## src/rtl/ddram_arb.sv

```systemverilog
// ddram_arb -- shares the single DDRAM Avalon-style port between two clients.
//   Client 0: video/framebuffer fetch.  Client 1: loader/CPU.
//   One whole burst (read or write) is granted at a time. Contended grants go
//   round-robin, or always to client 0 when PRIO0 = 1.
//
// Ports
//   clk, reset_n           system clock; synchronous active-low reset
//   cN_rd / cN_we          read request / write beat valid, held until accepted
//   cN_addr, cN_burstcnt   64-bit word address, burst length (0 behaves as 1)
//   cN_din, cN_be          write data / byte enables
//   cN_busy                stall; accept = (cN_rd|cN_we) & !cN_busy
//   cN_dout, cN_dout_ready read data (broadcast) / beat valid (owner only)
//   DDRAM_*                memory-side port; DDRAM_CLK is clk
module ddram_arb #(
   parameter bit PRIO0 = 1'b0
) (
   input  logic        clk,
   input  logic        reset_n,

   input  logic        c0_rd,
   input  logic        c0_we,
   input  logic [28:0] c0_addr,
   input  logic [7:0]  c0_burstcnt,
   input  logic [63:0] c0_din,
   input  logic [7:0]  c0_be,
   output logic        c0_busy,
   output logic [63:0] c0_dout,
   output logic        c0_dout_ready,

   input  logic        c1_rd,
   input  logic        c1_we,
   input  logic [28:0] c1_addr,
   input  logic [7:0]  c1_burstcnt,
   input  logic [63:0] c1_din,
   input  logic [7:0]  c1_be,
   output logic        c1_busy,
   output logic [63:0] c1_dout,
   output logic        c1_dout_ready,

   output logic        DDRAM_CLK,
   input  logic        DDRAM_BUSY,
   output logic [7:0]  DDRAM_BURSTCNT,
   output logic [28:0] DDRAM_ADDR,
   input  logic [63:0] DDRAM_DOUT,
   input  logic        DDRAM_DOUT_READY,
   output logic        DDRAM_RD,
   output logic [63:0] DDRAM_DIN,
   output logic [7:0]  DDRAM_BE,
   output logic        DDRAM_WE
);

   typedef struct packed {
      logic        rd;
      logic        we;
      logic [28:0] addr;
      logic [7:0]  bc;
      logic [63:0] din;
      logic [7:0]  be;
   } req_t;

   localparam logic [1:0] S_IDLE  = 2'd0;
   localparam logic [1:0] S_GRANT = 2'd1;
   localparam logic [1:0] S_RD    = 2'd2;
   localparam logic [1:0] S_WR    = 2'd3;

   logic [1:0]  state;
   logic        owner;
   logic        last;
   logic [7:0]  beats;
   logic [28:0] wr_addr;
   logic [7:0]  wr_bc;

   req_t [1:0]  req;
   req_t        cur;
   logic [1:0]  want;
   logic [7:0]  bc_n;
   logic        port_open;
   logic        own_rdy;
   logic        rd_acc;
   logic        we_acc;

   assign req[0] = {c0_rd, c0_we, c0_addr, c0_burstcnt, c0_din, c0_be};
   assign req[1] = {c1_rd, c1_we, c1_addr, c1_burstcnt, c1_din, c1_be};
   assign cur    = req[owner];
   assign want   = {c1_rd | c1_we, c0_rd | c0_we};
   assign bc_n   = (cur.bc == 8'd0) ? 8'd1 : cur.bc;

   // Address/length come straight from the owner while granting; during the
   // rest of a write burst they stay frozen at the first-beat values.
   always_comb begin
      DDRAM_RD       = 1'b0;
      DDRAM_WE       = 1'b0;
      DDRAM_ADDR     = wr_addr;
      DDRAM_BURSTCNT = wr_bc;
      port_open      = 1'b0;
      own_rdy        = 1'b0;
      case (state)
         S_GRANT: begin
            DDRAM_RD       = cur.rd;
            DDRAM_WE       = cur.we & ~cur.rd;   // read wins a rd+we collision
            DDRAM_ADDR     = cur.addr;
            DDRAM_BURSTCNT = bc_n;
            port_open      = 1'b1;
            // A 1-beat read can complete on its own accept cycle.
            own_rdy        = DDRAM_DOUT_READY & cur.rd & ~DDRAM_BUSY;
         end
         S_RD: own_rdy = DDRAM_DOUT_READY;
         S_WR: begin
            DDRAM_WE  = cur.we;
            port_open = 1'b1;
         end
         default: ;
      endcase
   end

   assign rd_acc = DDRAM_RD & ~DDRAM_BUSY;
   assign we_acc = DDRAM_WE & ~DDRAM_BUSY;

   assign c0_busy       = (port_open && !owner) ? DDRAM_BUSY : 1'b1;
   assign c1_busy       = (port_open &&  owner) ? DDRAM_BUSY : 1'b1;
   assign c0_dout_ready = own_rdy & ~owner;
   assign c1_dout_ready = own_rdy &  owner;
   assign c0_dout       = DDRAM_DOUT;
   assign c1_dout       = DDRAM_DOUT;

   assign DDRAM_CLK = clk;
   assign DDRAM_DIN = cur.din;
   assign DDRAM_BE  = cur.be;

   always_ff @(posedge clk) begin
      if (!reset_n) begin
         state   <= S_IDLE;
         owner   <= 1'b0;
         last    <= 1'b1;   // client 0 wins the first tie
         beats   <= 8'd0;
         wr_addr <= 29'd0;
         wr_bc   <= 8'd0;
      end else begin
         case (state)
            S_IDLE: begin
               if (want != 2'b00) begin
                  state <= S_GRANT;
                  if (want == 2'b11) owner <= PRIO0 ? 1'b0 : ~last;
                  else               owner <= want[1];
               end
            end
            S_GRANT: begin
               if (rd_acc) begin
                  if (bc_n == 8'd1 && DDRAM_DOUT_READY) begin
                     state <= S_IDLE;
                     last  <= owner;
                  end else begin
                     beats <= bc_n;
                     state <= S_RD;
                  end
               end else if (we_acc) begin
                  wr_addr <= cur.addr;
                  wr_bc   <= bc_n;
                  if (bc_n == 8'd1) begin
                     state <= S_IDLE;
                     last  <= owner;
                  end else begin
                     beats <= bc_n - 8'd1;
                     state <= S_WR;
                  end
               end else if (!cur.rd && !cur.we) begin
                  // Request withdrawn before acceptance: not a completed burst.
                  state <= S_IDLE;
               end
            end
            S_RD: begin
               if (DDRAM_DOUT_READY) begin
                  beats <= beats - 8'd1;
                  if (beats == 8'd1) begin
                     state <= S_IDLE;
                     last  <= owner;
                  end
               end
            end
            S_WR: begin
               if (we_acc) begin
                  beats <= beats - 8'd1;
                  if (beats == 8'd1) begin
                     state <= S_IDLE;
                     last  <= owner;
                  end
               end
            end
            default: state <= S_IDLE;
         endcase
      end
   end

endmodule

```

## config.mk

```make
export PLATFORM = sky130hd
export DESIGN_NAME = ddram_arb
export DESIGN_NICKNAME = d
export VERILOG_FILES = /design/src/rtl/ddram_arb.sv
export SDC_FILE = /design/constraint.sdc
export NUM_CORES = 1
export LEC_CHECK = 0
export CAP_MARGIN = 25
export CORE_AREA = 3 3 207 209
export DETAILED_ROUTE_END_ITERATION = 10
export DIE_AREA = 0 0 210 212
export GPL_TIMING_DRIVEN = 0
export PLACE_DENSITY = 0.51
export SKIP_CTS_REPAIR_TIMING = 1
export SLEW_MARGIN = 20
export SYNTH_ARGS = -nofsm -noshare
export SYNTH_HDL_FRONTEND = slang
export SYNTH_SLANG_ARGS = --single-unit
```

## constraint.sdc

```tcl
create_clock -name clk -period 7.9 [get_ports clk]
set_input_delay 1.58 -clock clk [delete_from_list [all_inputs] [get_ports clk]]
set_output_delay 1.58 -clock clk [all_outputs]
set_load 0.05 [all_outputs]
```

==> flow_summary.yaml, run 1 <==
cells_and_area:
  post-route-cell-area_mm2: 0.01131
  syn2layout_area_growth_pct: 96.99
  multi_input_area_mm2: 0.003034
  final_util_pct: 27.57
  drive_gt1_share_pct: 27.45
  n_antenna_cell: 0
  nets: 1470
  seqCellArea_um2: 980.9
  fillers: 4411
  finalNonFillerCells: 1705
grt:
  grt_max_degree: 16
  grt_overflow_total: 0
  grt_pass1_wl_mm: 40.22
  grt_pass1_vias: 6375
  antenna_found_initial: 0
  grt_usage_pct: 11.85
detailed_routing:
  vias: 6317
  drt_iter0_markers: 179
  ant_nets: 0
  vias_per_cell: 3.705
  wl_per_cell_um: 16.57
  drt-pass1-iter-count: 4
  drc_errors: 0
  drt_wl_total_mm: 28.25
setup_path:
  endpoint_kind: "primary output"
  critPathKind: "clock port to primary output"
  timing.rr.start: "owner"
  critPathRequiredTime_ps: 6320
  crit_arrival_ps: 5000
  r2r_end: "beats[6]"
  rrSetupSlack_ps: 5100
  path_max_fanout: 2
  startpoint_type: "clock port"
  ff2ff_path_depth: 11
clocking:
  cts.clk_slew.worst_paths_ps: 70
  cts_tree: "done"
  insertion_delay_ps: 410
timing:
  skew_ps: 5.687
  rsz0062_at_grt: "false"
  layout_setup_ws_ps: 1319
  worstMarginPinSlew_ps: 757.6
  finalHoldViolCount: 0
  drv_slew: 0
  max_slew_margin_pct: 49.49
  finalSetupViolations: 0
  setup_tns_ps: 0
yosys:
  synth_top_cell_by_area: "buf_4"
  synth_top_area_share_pct: 26.29
  yosys_warnings: 0
  syn_area_mm2: 0.005741
  ys_ff_latch: 49
  synth-main-ff-cell: "dfxtp_1"
  yosysSeqAreaShare_pct: 17.09
  synth_edf_count: 0
  syn_area_per_cell_um2: 8.260
  syn-num-nets: 993
  synth_cell_types: 53
  async_flop_share_pct: 0
  synthTopCellsByArea: "buf_4 26%, dfxtp_1 17%, mux2_2 14%"
  synthCells: 695
job:
  maxCapViolations: 0
floorplan:
  dieArea_mm2: 0.04452
  die_width_um: 210
  fp.dieH_um: 212
  io_pins: 534
  start_util_pct: 14.00
  rows: 74
  coreArea_mm2: 0.04102
pwr:
  leakage_uw: 0.004859
  powerDensity_mw_per_mm2: 170.9
  ir_drop_mv: 0.1795
place:
  dp_hpwl_mm: 24.20
  place_inst: 1694
  placed_area_mm2: 0.01108
  pre_cts_slack_ps: 1584
  portBuffers: 467
  gp_congestion: 0.8153
hold_path:
  hold_path_class: "register to register"
  hp-start: "last"
  whs_path_depth: 2
  min_to: "last"
status:
  status: "complete, no violations"
routing by layer:
metal / wire, um / GRT usage (%) / up-vias
li1: - / - / 3154
met1: 12000 / 15.49 / 2907
met2: 14370 / 20.93 / 236
met3: 1549 / 1.992 / 20
met4: 327 / 1.883 / 0
met5: 0 / 0 / -
placed cells by master (no fill, tap or decap), types with 4 or more instances in the layout:
cell type / count
o21ai_0: 11
dfxtp_1: 49
buf_4: 201
a21oi_1: 44
o211a_1: 38
nor4_4: 4
mux2_2: 72
o21ai_1: 6
nand2_1: 47
clkdlybuf4s50_1: 467
buf_2: 20
nand3_1: 6
nor3_1: 12
clkbuf_16: 8
nor2_1: 55
inv_1: 10
ha_1: 8
clkbuf_1: 16
mux2i_1: 38
flip-flops by register name, indices dropped and copies added, names as in the netlist:
| signal | cells |
|---|---|
| last | 1 |
| wr_addr | 29 |
| owner | 1 |
| wr_bc | 8 |
| state | 2 |
| beats | 8 |
cells by family after synthesis:
group	synth area share [%]
AO/OA/AOI/OAI	15.69
XOR/XNOR	0.6104
flip-flops	17.09
AND/OR/NAND/NOR	13.67
adder cells (fa/ha/maj)	1.744
multiplexers	21.14
buffers and inverters	30.06
layout make-up:
cell class | count | share of cell area, %
buffer | 240 | 14.93
clock buffer | 10 | 1.981
tap | 532 | 5.886
inverter | 10 | 0.3319
sequential | 49 | 8.675
multi-input combinational | 396 | 26.83
timing repair buffer | 466 | 41.25
clock inverter | 2 | 0.1217
power by group:
| part | switching, uW | internal [uW] | leakage [uW] |
|---|---|---|---|
| Combinational | 780 | 531 | 0.00434 |
| Sequential | 15.1 | 267 | 0.000398 |
| Clock | 134 | 205 | 0.000123 |
cell usage after synthesis, types with 2 or more instances:
cell type,n
o211a_1,38
nor3_2,3
o21ai_0,11
nor4_1,3
inv_1,10
or3_1,3
nand3_1,6
dfxtp_1,49
nor2b_1,2
nand4_1,2
nor4_4,4
nand2_1,47
a32o_1,3
buf_2,20
nand3b_1,2
mux2_2,72
o211ai_1,3
mux2i_1,38
clkbuf_1,16
a21oi_1,44
buf_1,2
nor2_1,55
a21boi_1,3
o21ai_1,6
nand2b_1,3
o31a_1,2
nor4b_4,2
xor2_1,3
buf_4,201
nor3_1,12
ha_1,8
metrics by stage:
step	hold WS [ps]	total power, uW
after global routing	516.1	2039
after global placement	465.1	1645
after CTS	487.8	1969
after floorplan	434.6	1162
final	478.4	1933
after detailed placement	465.9	1646
worst max path at each step:
stage | from | endpoint | slack [ps] | cells after the start
after global routing | clk | DDRAM_CLK | 1310 | 4
after detailed placement | clk | DDRAM_CLK | 1580 | 2
after CTS | clk | DDRAM_CLK | 1310 | 4
final | clk | DDRAM_CLK | 1320 | 4
after floorplan | clk | DDRAM_CLK | 2200 | 1
after global placement | clk | DDRAM_CLK | 1580 | 2
critical path, cell delays in order:
cell and delay (ps):
clkbuf_16 120, clkbuf_16 130, buf_4 120, clkdlybuf4s50_1 690
(Power assumes the default switching activity.)
==> run 2: changes to the inputs <==
- clock period: 7.9 -> 6.49 ns (I/O delays scaled with it)
==> results of run 2 <==
Same layout as run 1 (identical final DEF). Status: complete, no violations.
Among the figures that moved: setup slack after placement 1584 ps -> 1161 ps; setup slack after layout 1319 ps -> 896.1 ps; register-to-register setup slack 5100 ps -> 3690 ps; total power 1933 uW -> 2353 uW; worst IR drop on VDD 0.1795 mV -> 0.2185 mV
